$ cat src/rtl/seq_divider_if.sv
// Handshake and operand/result bundle for seq_divider.
// The master drives run and the operands; the slave (the divider) returns results and status.
interface seq_divider_if #(
  parameter int WIDTH = 32
);
  logic             run;
  logic [WIDTH-1:0] dividend;
  logic [WIDTH-1:0] divisor;
  logic [WIDTH-1:0] quotient;
  logic [WIDTH-1:0] remainder;
  logic             ready;
  logic             busy;
  logic             dbz;

  modport master (
    output run, dividend, divisor,
    input  quotient, remainder, ready, busy, dbz
  );

  modport slave (
    input  run, dividend, divisor,
    output quotient, remainder, ready, busy, dbz
  );
endinterface

$ cat src/rtl/seq_divider.sv
// Restoring sequential divider: one quotient bit per CALC cycle, WIDTH cycles per operation.
// Optional `SEQ_DIVIDER_DBZ_EN: a zero divisor finishes after one cycle with dbz set.
module seq_divider #(
  parameter int WIDTH = 32
) (
  input logic          clk,
  input logic          reset,
  seq_divider_if.slave bus
);
  localparam int CW = $clog2(WIDTH);

  typedef enum logic [1:0] {IDLE, CALC, DONE} state_t;

  state_t           state, next_state;
  logic [WIDTH-1:0] hi, lo, dvsr;
  logic [CW-1:0]    cnt;
  logic [WIDTH-1:0] quotient_r, remainder_r;
  logic             ready_r, busy_r, dbz_r;

  logic [WIDTH:0]   trial;
  logic [WIDTH-1:0] hi_step, lo_step;
  logic             last, dbz_cut;

  assign last = (cnt == CW'(WIDTH - 1));

`ifdef SEQ_DIVIDER_DBZ_EN
  assign dbz_cut = (state == CALC) && (dvsr == '0);
`else
  assign dbz_cut = 1'b0;
`endif

  // State register.
  // NOTE: sequential state uses non-blocking assignments so every flop samples pre-edge values.
  always_ff @(posedge clk) begin
    if (reset) state <= IDLE;
    else       state <= next_state;
  end

  // Next-state logic.
  // NOTE: next_state gets a default first so no path leaves it unassigned (no latch).
  always_comb begin
    next_state = state;
    unique case (state)
      IDLE:    if (bus.run)         next_state = CALC;
      CALC:    if (last || dbz_cut) next_state = DONE;
      DONE:    if (!bus.run)        next_state = IDLE;
      default:                      next_state = IDLE;
    endcase
  end

  // One restoring step; the shifted-out MSB of hi is kept as bit WIDTH of the trial
  // so divisors with their top bit set still compare correctly.
  always_comb begin
    trial   = {hi, lo[WIDTH-1]} - {1'b0, dvsr};
    lo_step = {lo[WIDTH-2:0], ~trial[WIDTH]};
    hi_step = trial[WIDTH] ? {hi[WIDTH-2:0], lo[WIDTH-1]} : trial[WIDTH-1:0];
  end

  // Datapath and registered outputs; results are only written on entry to DONE.
  always_ff @(posedge clk) begin
    if (reset) begin
      hi          <= '0;
      lo          <= '0;
      dvsr        <= '0;
      cnt         <= '0;
      quotient_r  <= '0;
      remainder_r <= '0;
      ready_r     <= 1'b0;
      busy_r      <= 1'b0;
      dbz_r       <= 1'b0;
    end else begin
      unique case (state)
        IDLE: if (bus.run) begin
          hi     <= '0;
          lo     <= bus.dividend;
          dvsr   <= bus.divisor;
          cnt    <= '0;
          busy_r <= 1'b1;
          dbz_r  <= 1'b0;
        end
        CALC: begin
          if (dbz_cut) begin
            quotient_r  <= '1;
            remainder_r <= lo;
            dbz_r       <= 1'b1;
            busy_r      <= 1'b0;
            ready_r     <= 1'b1;
            cnt         <= '0;
          end else begin
            hi  <= hi_step;
            lo  <= lo_step;
            cnt <= last ? '0 : cnt + CW'(1);
            if (last) begin
              quotient_r  <= lo_step;
              remainder_r <= hi_step;
              busy_r      <= 1'b0;
              ready_r     <= 1'b1;
            end
          end
        end
        DONE: if (!bus.run) ready_r <= 1'b0;
        default: ;
      endcase
    end
  end

  assign bus.quotient  = quotient_r;
  assign bus.remainder = remainder_r;
  assign bus.ready     = ready_r;
  assign bus.busy      = busy_r;
  assign bus.dbz       = dbz_r;
endmodule
$ cat src/flat_wrapper.sv
// flat-port wrapper written by rule: the top's interface ports become plain ports
module seq_divider_flat 
#(
  parameter int WIDTH = 32
)
  (clk, reset, bus_run, bus_dividend, bus_divisor, bus_quotient, bus_remainder, bus_ready, bus_busy, bus_dbz);
  seq_divider_if #(.WIDTH(WIDTH)) bus_i ();
  input logic clk;
  input logic reset;
  input wire logic [$bits(bus_i.run)-1:0] bus_run;
  input wire logic [$bits(bus_i.dividend)-1:0] bus_dividend;
  input wire logic [$bits(bus_i.divisor)-1:0] bus_divisor;
  output wire logic [$bits(bus_i.quotient)-1:0] bus_quotient;
  output wire logic [$bits(bus_i.remainder)-1:0] bus_remainder;
  output wire logic [$bits(bus_i.ready)-1:0] bus_ready;
  output wire logic [$bits(bus_i.busy)-1:0] bus_busy;
  output wire logic [$bits(bus_i.dbz)-1:0] bus_dbz;
  assign bus_i.run = bus_run;
  assign bus_i.dividend = bus_dividend;
  assign bus_i.divisor = bus_divisor;
  assign bus_quotient = bus_i.quotient;
  assign bus_remainder = bus_i.remainder;
  assign bus_ready = bus_i.ready;
  assign bus_busy = bus_i.busy;
  assign bus_dbz = bus_i.dbz;
  seq_divider #(.WIDTH(WIDTH)) u_core (.clk(clk), .reset(reset), .bus(bus_i));
endmodule
$ cat config.mk
export PLATFORM = sky130hd
export DESIGN_NAME = seq_divider_flat
export DESIGN_NICKNAME = d
export VERILOG_FILES = /design/src/rtl/seq_divider_if.sv /design/src/rtl/seq_divider.sv /design/src/flat_wrapper.sv
export SDC_FILE = /design/constraint.sdc
export NUM_CORES = 1
export LEC_CHECK = 0
export ABC_AREA = 1
export CORE_ASPECT_RATIO = 2
export CORE_MARGIN = 8
export CORE_UTILIZATION = 40
export DETAILED_ROUTE_END_ITERATION = 8
export PLACE_DENSITY = 0.76
export SLEW_MARGIN = 5
export SYNTH_ARGS = -nofsm -noshare
export SYNTH_HDL_FRONTEND = slang
export SYNTH_SLANG_ARGS = --single-unit
$ cat constraint.sdc
create_clock -name clk -period 2.1 [get_ports clk]
set_input_delay 0.42 -clock clk [delete_from_list [all_inputs] [get_ports clk]]
set_output_delay 0.42 -clock clk [all_outputs]
set_load 0.05 [all_outputs]
### Word-level counts from Yosys, hierarchy flattened

Index checks and enable logic that the tools add are counted.

| operators by class | value |
|---|---|
| add/sub/neg operators | 2 |
| multiply operators | 0 |
| div/mod/pow operators | 0 |
| order comparisons | 0 |
| equal/unequal tests | 6 |
| shift-type cells | 0 |
| muxes and demuxes | 18 |
| bitwise operators | 1 |
| reduce and logical (&&, ||, !) cells | 9 |

Operators with widths:

| kind | number |
|---|---|
| one-hot mux 32 bit (2 select lines) | 2 |
| 2-to-1 mux 32 bit | 3 |
| subtractor 33 x 32 -> 33 bit | 1 |
| 2-to-1 mux 5 bit | 2 |
| one-hot mux 5 bit (2 select lines) | 1 |
| AND reduction 3 bit | 3 |
| 2-to-1 mux 2 bit | 3 |
| one-hot mux 2 bit (3 select lines) | 1 |
| AND reduction 2 bit | 3 |
| adder 5 x 1 -> 5 bit (second input constant) | 1 |
| equality test 5 bit (second input constant) | 1 |
| 2-to-1 mux 1 bit | 4 |
| != test 2 bit (second input constant) | 2 |
| one-hot mux 1 bit (2 select lines) | 2 |
| nonzero test 2 bit | 2 |
| equality test 2 x 1 -> 1 bit (second input constant) | 1 |
| equality test 2 bit (second input constant) | 1 |
| logical NOT 2 bit | 1 |
| != test 2 x 1 -> 1 bit (second input constant) | 1 |
| inverter 1 bit | 1 |

| storage, ports and cells | value |
|---|---|
| flip-flop bits (word level) | 169 |
| latch bits | 0 |
| RAM bits | 0 |
| memory bits (read-only) | 0 |
| bits of input ports | 67 |
| output and inout port bits | 67 |
| word-level logic and storage cells | 45 |
| memories kept | 0 |

### Longest topological paths before layout

Gate-level depths: netlist of run 1.

| logic depth | value |
|---|---|
| depth in word-level cells | 3 |
| gate-level depth with buffers | 20 |
| mapped depth without buffers | 19 |

### Worst setup path after synthesis of run 1

Ideal clock, no wire load.

| timing | value |
|---|---|
| path type | register to register |
| start point | register u_core.lo[31] |
| end point | register u_core.remainder_r[27] (netlist: u_core.bus.remainder[27]) |
| library setup time | 0.114 ns |
| data arrival time | 2.038 ns |
| required time | 1.986 ns |
| slack | -0.051 ns |
| stages on the path, launching flop included | 20 |
| path buffers | 1 |
| clock period less this slack | 2.151 ns |
| path through | dfxtp_1 inv_1 ha_1 inv_1 fa_1 nand2_1 nand2_1 nand3_2 nand2_2 nand2_2 nand2_2 nand2_2 nand2_2 nand2_2 nand2_4 buf_6 nand2_1 nand2_2 o21bai_1 inv_1 |

| between the ends | value |
|---|---|
| word-level cells in the longest chain between the ends | 2 |

Ends and longest elaborated chain:

| item | line | RTL |
|---|---|---|
| start: declaration | seq_divider.sv:15 | `logic [WIDTH-1:0] hi, lo, dvsr;` |
| start signal: assignment | seq_divider.sv:75 | `lo <= bus.dividend;` |
| start signal: assignment | seq_divider.sv:91 | `lo <= lo_step;` |
| subtractor 33 x 32 -> 33 bit | seq_divider.sv:54 | `trial = {hi, lo[WIDTH-1]} - {1'b0, dvsr};` |
| 2-to-1 mux 32 bit | seq_divider.sv:56 | `hi_step = trial[WIDTH] ? {hi[WIDTH-2:0], lo[WIDTH-1]} : trial[WIDTH-1:0];` |
| end signal: assignment | seq_divider.sv:84 | `remainder_r <= lo;` |
| end signal: assignment | seq_divider.sv:95 | `remainder_r <= hi_step;` |
| end: declaration | seq_divider.sv:17 | `logic [WIDTH-1:0] quotient_r, remainder_r;` |

No other way between the ends.
A chain may end at the register's enable or synchronous reset.

### Worst setup path in the final report of run 1

| timing | value |
|---|---|
| start point | register u_core.lo[31] |
| end point | register u_core.remainder_r[30] (netlist: u_core.bus.remainder[30]) |

Same word-level chain as after synthesis.

==> impl_metrics.csv, run 1 <==
group,metric,value,unit
status,status,"complete, but fails checks",
status,violations,"setup timing",
clock_network,cts_tree,"built",
finish,antenna_cells,0,
power,p_comb_share,44.7,%
synthesis,yosysMostFrequentCell,"nand2_1",
finish,drive_gt1_share,25.4,%
synthesis,dominantRegCellSynth,"dfxtp_1",
setup_path,startpoint_type,"flip-flop",
setup_path,critical_path_depth,19,
synthesis,synth.yosys.seq_area_share,35.7,%
global_route,grt_max_degree,71,
timing,skew,10.5,ps
timing,holdWs,462,ps
global_route,track_usage,21.3,%
setup_path,max_stage_delay,350,ps
power,p_leak,6.82,nW
clock_network,clk_latency,450,ps
synthesis,synth_xor_area_share,1.48,%
finish,nNetsFinal,1867,
finish,area_growth,48.7,%
synthesis,synth-edff-count,0,
min_path,hold_depth,2,
timing,min_period_over_period,110,%
setup_path,cp_cell_sequence,"inv_2 > ha_4 > inv_2 > fa_2 > nand2_2 > nand2_2 > nand3_2 > nand2_2 > nand2_2 > nand2_4 > nand2_8 > nand2_4 > nand2_4 > nand2_8 > clkbuf_16 > nand2_1 > nand2_1 > o21bai_1 > inv_1",
power,netSwitchingFraction,38.5,%
global_route,grt_pass1_wl,49200,um
clock_network,cts.reportedPaths.clkPinSlew,70,ps
setup_path,worstPathRequired,2440,ps
synthesis,synthMuxAreaShare,0,%
power,ir_drop,829,uV
drt,drc,0,
drt,routedWlPerCell,16.1,um
synthesis,ys_types,34,
synthesis,synth_compound_area_share,16.7,%
placed_design,dp_slack,-168,ps
finish,design_area,14100,sq um
timing,fin_crit,2310,ps
setup_path,cp.buffers_inverters,4,
synthesis,synth_top_family_by_area,"simple AND/OR/NAND/NOR gates",
synthesis,synth_adder_area_share,4.70,%
flow_run,maxCapViolCount,0,
synthesis,ys_top_cells_by_count,"nand2_1, inv_1, dfxtp_1",
timing,drv_slew,0,
synthesis,synth-simple-area-share,28.9,%
drt,antenna_left,0,
placed_design,placedCellCount,2002,
timing,setup_viol,66,
timing,hold_violations,0,
min_path,min_path_type,"flip-flop to flip-flop",
power,power.net_switching,4.63,mW
power,p_clk_share,26.1,%
placed_design,place_area,12100,sq um
placed_design,numPortBuffers,132,
clock_network,cts_buffer_depth,2,
synthesis,yosys_register_bits,169,
timing,rsz0062_at_grt,"true",
finish,stdcell_count,2061,
setup_path,r2r_cells,19,
timing,final.setup.worst_slack,-206,ps
floorplan,die_y,234,um
setup_path,critPathMostFrequentCell,"nand2_2",
floorplan,dieArea,29200,sq um
placed_design,gp_congestion,0.927,
setup_path,crit_path_top_delay_cell,"fa_2",
synthesis,syn_area,9480,sq um
floorplan,initial_core_util,40.7,%
synthesis,yosys-top-cells-area,"dfxtp_1, nand2_1, inv_1",
timing,slew_headroom,61.8,%
drt,via_count,10231,
timing,clock.fmax,434,MHz
drt,wirelength,33100,um
synthesis,yosysWarnings,0,
timing,worst_slew_pin_slew,572,ps
power,p_per_area,851,nW/um^2
global_route,antenna_found_initial,0,
placed_design,hpwl,23100,um
drt,drt_pass1_iterations,5,
floorplan,num_rows,79,
synthesis,avgSynthCellArea,6.33,sq um
power,internal_power,7.38,mW
synthesis,synth_async_sr_flop_share,0,%
setup_path,cp-end-kind,"flip-flop",
clock_network,cts-htree-levels,4,
setup_path,critical_path_arrival,2640,ps
drt,vias_per_cell,4.96,
floorplan,fp.dieW,125,um
setup_path,crit_family,"simple AND/OR/NAND/NOR gates",
setup_path,path_class,"flip-flop to flip-flop",
drt,first_iter_violations,411,
synthesis,netlist.area_leader.share,35.7,%
synthesis,synth.largest_area_cell,"dfxtp_1",
synthesis,synthCells,1497,
setup_path,crit_path_max_fanout,6,
floorplan,core,23300,sq um
clock_network,ctsHoldBuffers,0,
power,seqPwrFrac,29.2,%
timing,fin_tns_setup,-9620,ps
clock_network,clkSinkCount,169,
clock_network,cts_inserted_buffers,17,
floorplan,ios,134,
global_route,grt.overflow.total,0,
synthesis,synth_nets,1599,
global_route,grt_pass1_vias,10156,
clock_network,cts_root_buffer,"clkbuf_16",
## power groups by stage
stage | Combinational (mW) | Clock (mW) | Sequential [mW]
floorplan | 2.29 | 0 | 3.54
global placement | 3.86 | 0 | 3.55
detailed placement | 3.90 | 0 | 3.55
CTS | 4.31 | 3.20 | 3.49
global route | 5.79 | 3.31 | 3.52
finish | 5.37 | 3.13 | 3.50
## layout by cell type (no fill, tap or decap), types with 5 or more instances in the layout
cell type	n
a21oi_1	125
a21oi_2	26
and2_1	5
buf_12	12
buf_4	181
clkbuf_16	21
clkdlybuf4s50_1	104
dfxtp_1	167
dlymetal6s2s_1	5
ha_1	14
ha_4	20
inv_1	225
inv_2	12
nand2_1	451
nand2_2	62
nand2_4	43
nand3_1	27
nand3_2	24
nand4_1	8
nor2_1	37
nor2_2	7
o21a_1	26
o21ai_0	101
o21bai_1	9
xnor2_1	8
xnor2_2	5
## per-layer routing
metal / vias up / wire (um) / GRT usage [%]
li1: 5192 / - / -
met1: 4681 / 11300 / 18.5
met2: 253 / 18300 / 42.8
met3: 105 / 1190 / 3.71
met4: 0 / 2300 / 15.1
met5: - / 0 / 0
## tightest hold or removal path, delay by kind of cell, from the launching register on
kind | cells | cell delay (ps)
DFF | 1 | 300
buffers and inverters | 1 | 60
AOI/OAI and AO/OA | 1 | 60
## metrics by stage
step / power [mW] / util [%]
floorplan: 5.83 / -
global placement: 7.40 / 51.9
detailed placement: 7.45 / 51.9
CTS: 11.0 / 56.8
global route: 12.6 / 60.5
finish: 12.0 / 60.5
## cell families (layout without fill, tap and decap cells)
family                   Yosys count  count (layout)
XOR/XNOR                          16              16
flip-flops                       169             169
other                              1               1
buffers and inverters            302             583
AND/OR/NAND/NOR                  681             681
AO/OA/AOI/OAI                    293             293
adder cells (fa/ha/maj)           35              35
## final cells by class
cell class                 instances  area (sq um)
clock buffer                      18           439
clock inverter                    14           139
fill                            2097          9220
inverter                         237           890
multi-input combinational       1026          5990
sequential                       169          3390
tap                              283           354
timing repair buffer             314          2900
## worst paths after layout
path,startpoint,to,slack (ps)
max,u_core.lo[31],u_core.bus.remainder[30],-210
max reg2reg,u_core.lo[31],u_core.bus.remainder[30],-210
min,u_core.dvsr[16],u_core.dvsr[16],460
min reg2reg,u_core.dvsr[16],u_core.dvsr[16],460
## sequential cells by signal (all words and copies together), names as in the netlist
| signal | count |
|---|---|
| u_core.bus.ready | 1 |
| u_core.state | 2 |
| u_core.dvsr | 32 |
| u_core.bus.busy | 1 |
| u_core.bus.quotient | 32 |
| u_core.lo | 32 |
| u_core.bus.remainder | 32 |
| u_core.cnt | 5 |
| u_core.hi | 32 |
## what timing repair did
item | CTS | global route
pin swaps | 12 | 63
buffers inserted | 17 | 3
gates resized for setup | 78 | 177
cloned | 2 | 5
endpoints found under the setup margin | 67 | 71
Power figures use the tool's default switching activity.
==> run 2: changes to the inputs <==
- PLACE_DENSITY: 0.76 -> 0.63
- SKIP_LAST_GASP: default -> 1
==> run 2 against run 1 <==
  * The run still ends with setup timing left
  * First-iteration DRC count decreased by 2.4%
  * Cell count decreased by 0.68%
  * Worst setup slack improved by 64 ps
  * Register-to-register slack improved by 60 ps
  * Design area decreased by 4.3%
  * Critical endpoint is now u_core.hi[20]
  * Largest cell class unchanged
  * Largest power group unchanged
==> impl_metrics.csv, run 2 (synthesized netlist as in run 1, its figures left out) <==
group,metric,value,unit
status,status,"complete, but fails checks",
status,violations,"setup timing",
global_route,grt_pass1_vias,9982,
floorplan,die_y,234,um
global_route,track_usage,20.8,%
clock_network,cts_root_buffer,"clkbuf_16",
floorplan,core,23300,sq um
setup_path,cp.buffers_inverters,3,
global_route,antenna_found_initial,0,
timing,min_period_over_period,107,%
floorplan,dieArea,29200,sq um
clock_network,ctsHoldBuffers,0,
timing,drv_slew,0,
timing,worst_slew_pin_slew,566,ps
global_route,grt.overflow.total,0,
floorplan,ios,134,
floorplan,fp.dieW,125,um
clock_network,clkSinkCount,169,
setup_path,critical_path_arrival,2630,ps
clock_network,cts_buffer_depth,2,
timing,final.setup.worst_slack,-142,ps
flow_run,maxCapViolCount,0,
global_route,grt_pass1_wl,48200,um
finish,drive_gt1_share,20.0,%
placed_design,dp_slack,-191,ps
clock_network,cts_inserted_buffers,17,
setup_path,crit_path_max_fanout,7,
power,p_leak,6.53,nW
setup_path,critPathLaunch,"u_core.lo[31]",
drt,drt_pass1_iterations,5,
finish,area_growth,42.3,%
drt,routedWlPerCell,14.9,um
timing,skew,5.81,ps
clock_network,cts-htree-levels,4,
drt,drc,0,
clock_network,clk_latency,450,ps
setup_path,max_stage_delay,340,ps
setup_path,startpoint_type,"flip-flop",
global_route,grt_max_degree,71,
setup_path,cp-end-kind,"flip-flop",
drt,vias_per_cell,4.82,
setup_path,worstPathRequired,2490,ps
timing,fin_crit,2240,ps
placed_design,gp_congestion,0.887,
drt,wirelength,30500,um
setup_path,crit_path_top_delay_cell,"fa_2",
timing,setup_viol,66,
clock_network,cts.reportedPaths.clkPinSlew,60,ps
min_path,hold_start,"u_core.dvsr[14]",
floorplan,initial_core_util,40.7,%
setup_path,cp_cell_sequence,"inv_2 > ha_4 > inv_2 > fa_2 > nand2_2 > nand2_2 > nand3_2 > nand2_2 > nand2_2 > nand2_4 > nand2_4 > nand2_4 > nand2_4 > nand2_8 > clkbuf_16 > nand2_1 > nand3_1 > a21oi_2",
setup_path,path_class,"flip-flop to flip-flop",
floorplan,num_rows,79,
clock_network,cts_tree,"built",
setup_path,rr_startpoint,"u_core.lo[31]",
power,ir_drop,947,uV
finish,nNetsFinal,1854,
placed_design,numPortBuffers,132,
drt,first_iter_violations,401,
timing,slew_headroom,62.3,%
timing,clock.fmax,446,MHz
min_path,min_path_type,"flip-flop to flip-flop",
drt,via_count,9867,
finish,final_common_cell,"nand2_1",
timing,rsz0062_at_grt,"true",
drt,antenna_left,0,
finish,final_cell_mix,"nand2_1, inv_1, buf_4, dfxtp_1, a21oi_1",
timing,hold_violations,0,
finish,antenna_cells,0,
timing,holdWs,460,ps
setup_path,crit_family,"simple AND/OR/NAND/NOR gates",
power,p_per_area,837,nW/um^2
placed_design,hpwl,22800,um
[run 2: per-layer routing]
| metal | part of all wire (%) | track usage, % |
|---|---|---|
| met1 | 35 | 17.9 |
| met5 | 0 | 0 |
| met3 | 3.8 | 4.55 |
| met2 | 57 | 43.0 |
| met4 | 4.2 | 11.2 |
[run 2: worst paths after layout]
check                    endpoint  slack (ps)  cells past startpoint
hold / removal    u_core.dvsr[14]         460                      2
setup reg to reg    u_core.hi[20]        -140                     18
setup / recovery    u_core.hi[20]        -140                     18
hold reg to reg   u_core.dvsr[14]         460                      2
[run 2: what timing repair did]
action / 4_1_cts / 5_1_grt
pin swaps: 12 / 14
resized for setup: 81 / 53
cloned: 1 / 2
setup endpoints to repair: 66 / 70
buffers inserted: 2 / 2
[run 2: worst reg2reg max path, delay by kind of cell, from the launching register on]
| kind | cells | cell delay (ps) |
|---|---|---|
| and+or+nand+nor | 12 | 940 |
| AOI/OAI and AO/OA | 1 | 130 |
| adders and majority gates | 2 | 460 |
| buffers and inverters | 3 | 300 |
| DFF | 1 | 320 |
[run 2: area by class of cell]
cell class	instances	area [sq um]
clock buffer	19	433
clock inverter	12	149
fill	2319	9830
inverter	237	890
multi-input combinational	1026	5500
sequential	169	3390
tap	283	354
timing repair buffer	301	2780
[run 2: through the flow]
| stage | instances | power (mW) | util (%) | setup TNS, ps | area [sq um] |
|---|---|---|---|---|---|
| after CTS | 2043 | 11.1 | 56.6 | -3880 | 13200 |
| after global placement | 2009 | 7.47 | 52.3 | -5810 | 12200 |
| after floorplan | 1497 | 5.83 | - | 0 | 9490 |
| final | 2047 | 11.3 | 57.8 | -5760 | 13500 |
| after detailed placement | 2009 | 7.50 | 52.3 | -8860 | 12200 |
| after global routing | 2047 | 12.0 | 57.8 | -16190 | 13500 |
[run 2: where the power goes]
part / switching (mW) / internal [mW] / total [mW]
sequential: 0.112 / 3.38 / 3.49
combinational: 2.58 / 2.00 / 4.58
clock: 1.36 / 1.86 / 3.22
==> run 3: changes to the inputs <==
- PLACE_DENSITY: 0.63 -> 0.75
- SETUP_SLACK_MARGIN: default -> 0.3
- SLEW_MARGIN: 5 -> 20
==> run 3 against run 2 <==
  * Largest cell class unchanged
  * Largest power group unchanged
  * The run still ends with setup timing left
  * Register-to-register slack got worse by 50 ps
  * Design area down 0.83%
  * Critical endpoint is now u_core.bus.remainder[25]
  * Worst setup slack worse by 47 ps
  * Wire length is 4.8% higher
  * Worst hold slack worse by 68 ps
  * Fmax is 2.0% lower
==> impl_metrics.csv, run 3 (synthesized netlist as in run 1, its figures left out) <==
group,metric,value,unit
setup_path,startpoint_type,"flip-flop",
global_route,track_usage,21.5,%
clock_network,cts_inserted_buffers,17,
setup_path,cp-end-kind,"flip-flop",
timing,slew_headroom,36.2,%
min_path,min_path_type,"input pin to flip-flop",
setup_path,reg2reg_to,"u_core.bus.remainder[25]",
finish,drive_gt1_share,19.2,%
placed_design,hpwl,23500,um
global_route,grt_pass1_wl,49800,um
timing,worst_slew_pin_slew,957,ps
drt,antenna_left,0,
power,ir_drop,853,uV
finish,seq_area,3390,sq um
clock_network,ctsHoldBuffers,0,
placed_design,placedCellCount,2010,
min_path,hold_depth,4,
clock_network,cts_tree,"built",
setup_path,critPathLaunch,"u_core.dvsr[18]",
floorplan,ios,134,
setup_path,r2r_cells,17,
min_path,min_to,"u_core.lo[31]",
timing,setup_viol,66,
timing,hold_violations,0,
drt,first_iter_violations,368,
timing,skew,7.30,ps
finish,nNetsFinal,1856,
power,p_leak,6.63,nW
setup_path,path_class,"flip-flop to flip-flop",
power,p_clk_share,27.8,%
global_route,gr-max-usage-layer,"met2",
setup_path,rr_startpoint,"u_core.dvsr[18]",
finish,antenna_cells,0,
clock_network,clk_latency,440,ps
floorplan,core,23300,sq um
global_route,grt_max_degree,71,
power,p_comb_share,40.9,%
drt,wirelength,31900,um
timing,rsz0062_at_grt,"true",
floorplan,num_rows,79,
power,netSwitchingFraction,35.5,%
power,power.net_switching,3.97,mW
placed_design,numPortBuffers,132,
drt,via_count,10063,
finish,area_growth,41.1,%
timing,fin_crit,2290,ps
drt,vias_per_cell,4.92,
global_route,grt_pass1_vias,10342,
floorplan,initial_core_util,40.7,%
finish,final_common_cell,"nand2_1",
finish,stdcell_count,2047,
floorplan,die_y,234,um
drt,routedWlPerCell,15.6,um
global_route,grt.overflow.total,0,
min_path,hold_start,"reset",
clock_network,clkSinkCount,169,
clock_network,cts_root_buffer,"clkbuf_16",
power,p_per_area,836,nW/um^2
timing,fin_tns_setup,-6790,ps
timing,min_period_over_period,109,%
clock_network,cts-htree-levels,4,
clock_network,cts_buffer_depth,2,
floorplan,dieArea,29200,sq um
setup_path,critical_path_arrival,2630,ps
global_route,grtUsageMet1,18.1,%
finish,final_cell_mix,"nand2_1, inv_1, buf_4",
power,seqPwrFrac,31.3,%
setup_path,crit_path_max_fanout,15,
setup_path,worstPathRequired,2440,ps
global_route,gr-usage-met3,4.19,%
status,violations,"setup timing",
drt,drt_pass1_iterations,7,
flow_run,maxCapViolCount,0,
floorplan,fp.dieW,125,um
finish,multi_input_comb_area,5420,sq um
timing,drv_slew,0,
drt,drc,0,
finish,fin_util,57.4,%
timing,final.setup.worst_slack,-189,ps
global_route,grtUsageMet2,43.1,%
power,internal_power,7.21,mW
global_route,antenna_found_initial,0,
placed_design,gp_congestion,0.942,
setup_path,r2r_slack,-190,ps
clock_network,cts.reportedPaths.clkPinSlew,60,ps
finish,nFillCells,2248,
timing,clock.fmax,437,MHz
status,status,"complete, but fails checks",
==> run 3: power groups by stage <==
stage	sequential [mW]	clock [mW]	combinational, mW
finish	3.50	3.11	4.57
global route	3.51	3.29	5.04
CTS	3.49	3.18	4.31
detailed placement	3.55	0	4.01
global placement	3.54	0	3.97
floorplan	3.54	0	2.29
==> run 3: per-stage QoR <==
step | hold slack (ps) | power [mW] | area, sq um | worst slack [ps]
3_5_place_dp | 457 | 7.56 | 12200 | -210
6_report | 392 | 11.2 | 13400 | -189
3_3_place_gp | 450 | 7.51 | 12200 | -167
2_1_floorplan | 435 | 5.83 | 9490 | 14.9
4_1_cts | 379 | 11.0 | 13000 | -182
5_1_grt | 431 | 11.8 | 13400 | -370
==> run 3: worst max-delay path by stage <==
stage	to	slack [ps]	cells after the start
after floorplan	u_core.bus.remainder[27]	10	19
after global placement	u_core.bus.remainder[24]	-170	18
after detailed placement	u_core.bus.remainder[24]	-210	19
after CTS	u_core.hi[2]	-180	18
after global routing	u_core.bus.remainder[28]	-370	19
final	u_core.bus.remainder[25]	-190	17
==> run 3: layer usage <==
| metal | vias to the layer above | share of wire, % |
|---|---|---|
| met5 | - | 0 |
| met4 | 0 | 6.6 |
| met3 | 94 | 3.8 |
| met2 | 230 | 56 |
| met1 | 4594 | 34 |
| li1 | 5145 | - |
==> run 3: area by class of cell <==
| type | instances | area share (%) |
|---|---|---|
| tap | 283 | 2.65 |
| timing repair buffer | 303 | 20.6 |
| clock buffer | 22 | 3.54 |
| clock inverter | 7 | 0.711 |
| multi-input combinational | 1026 | 40.5 |
| sequential | 169 | 25.3 |
| inverter | 237 | 6.67 |
==> run 3: repair_timing <==
action,4_1_cts,5_1_grt
setup endpoints to repair,115,104
pin swaps,9,6
gates cloned,2,3
hold endpoints to repair,0,0
resized for setup,103,76
setup buffers,2,1
==> run 3: critical path, cell delays in order, from the launching register on <==
cell	delay [ps]
dfxtp_1	310
inv_1	50
ha_1	320
nand2_2	130
inv_1	50
nand2_1	60
nand2_1	60
nand2_1	60
nand2_1	100
a21oi_4	250
nand2_4	100
nand2_4	100
nand2_8	90
buf_12	160
nand2_1	70
nand2_2	60
o21bai_1	140
inv_1	60
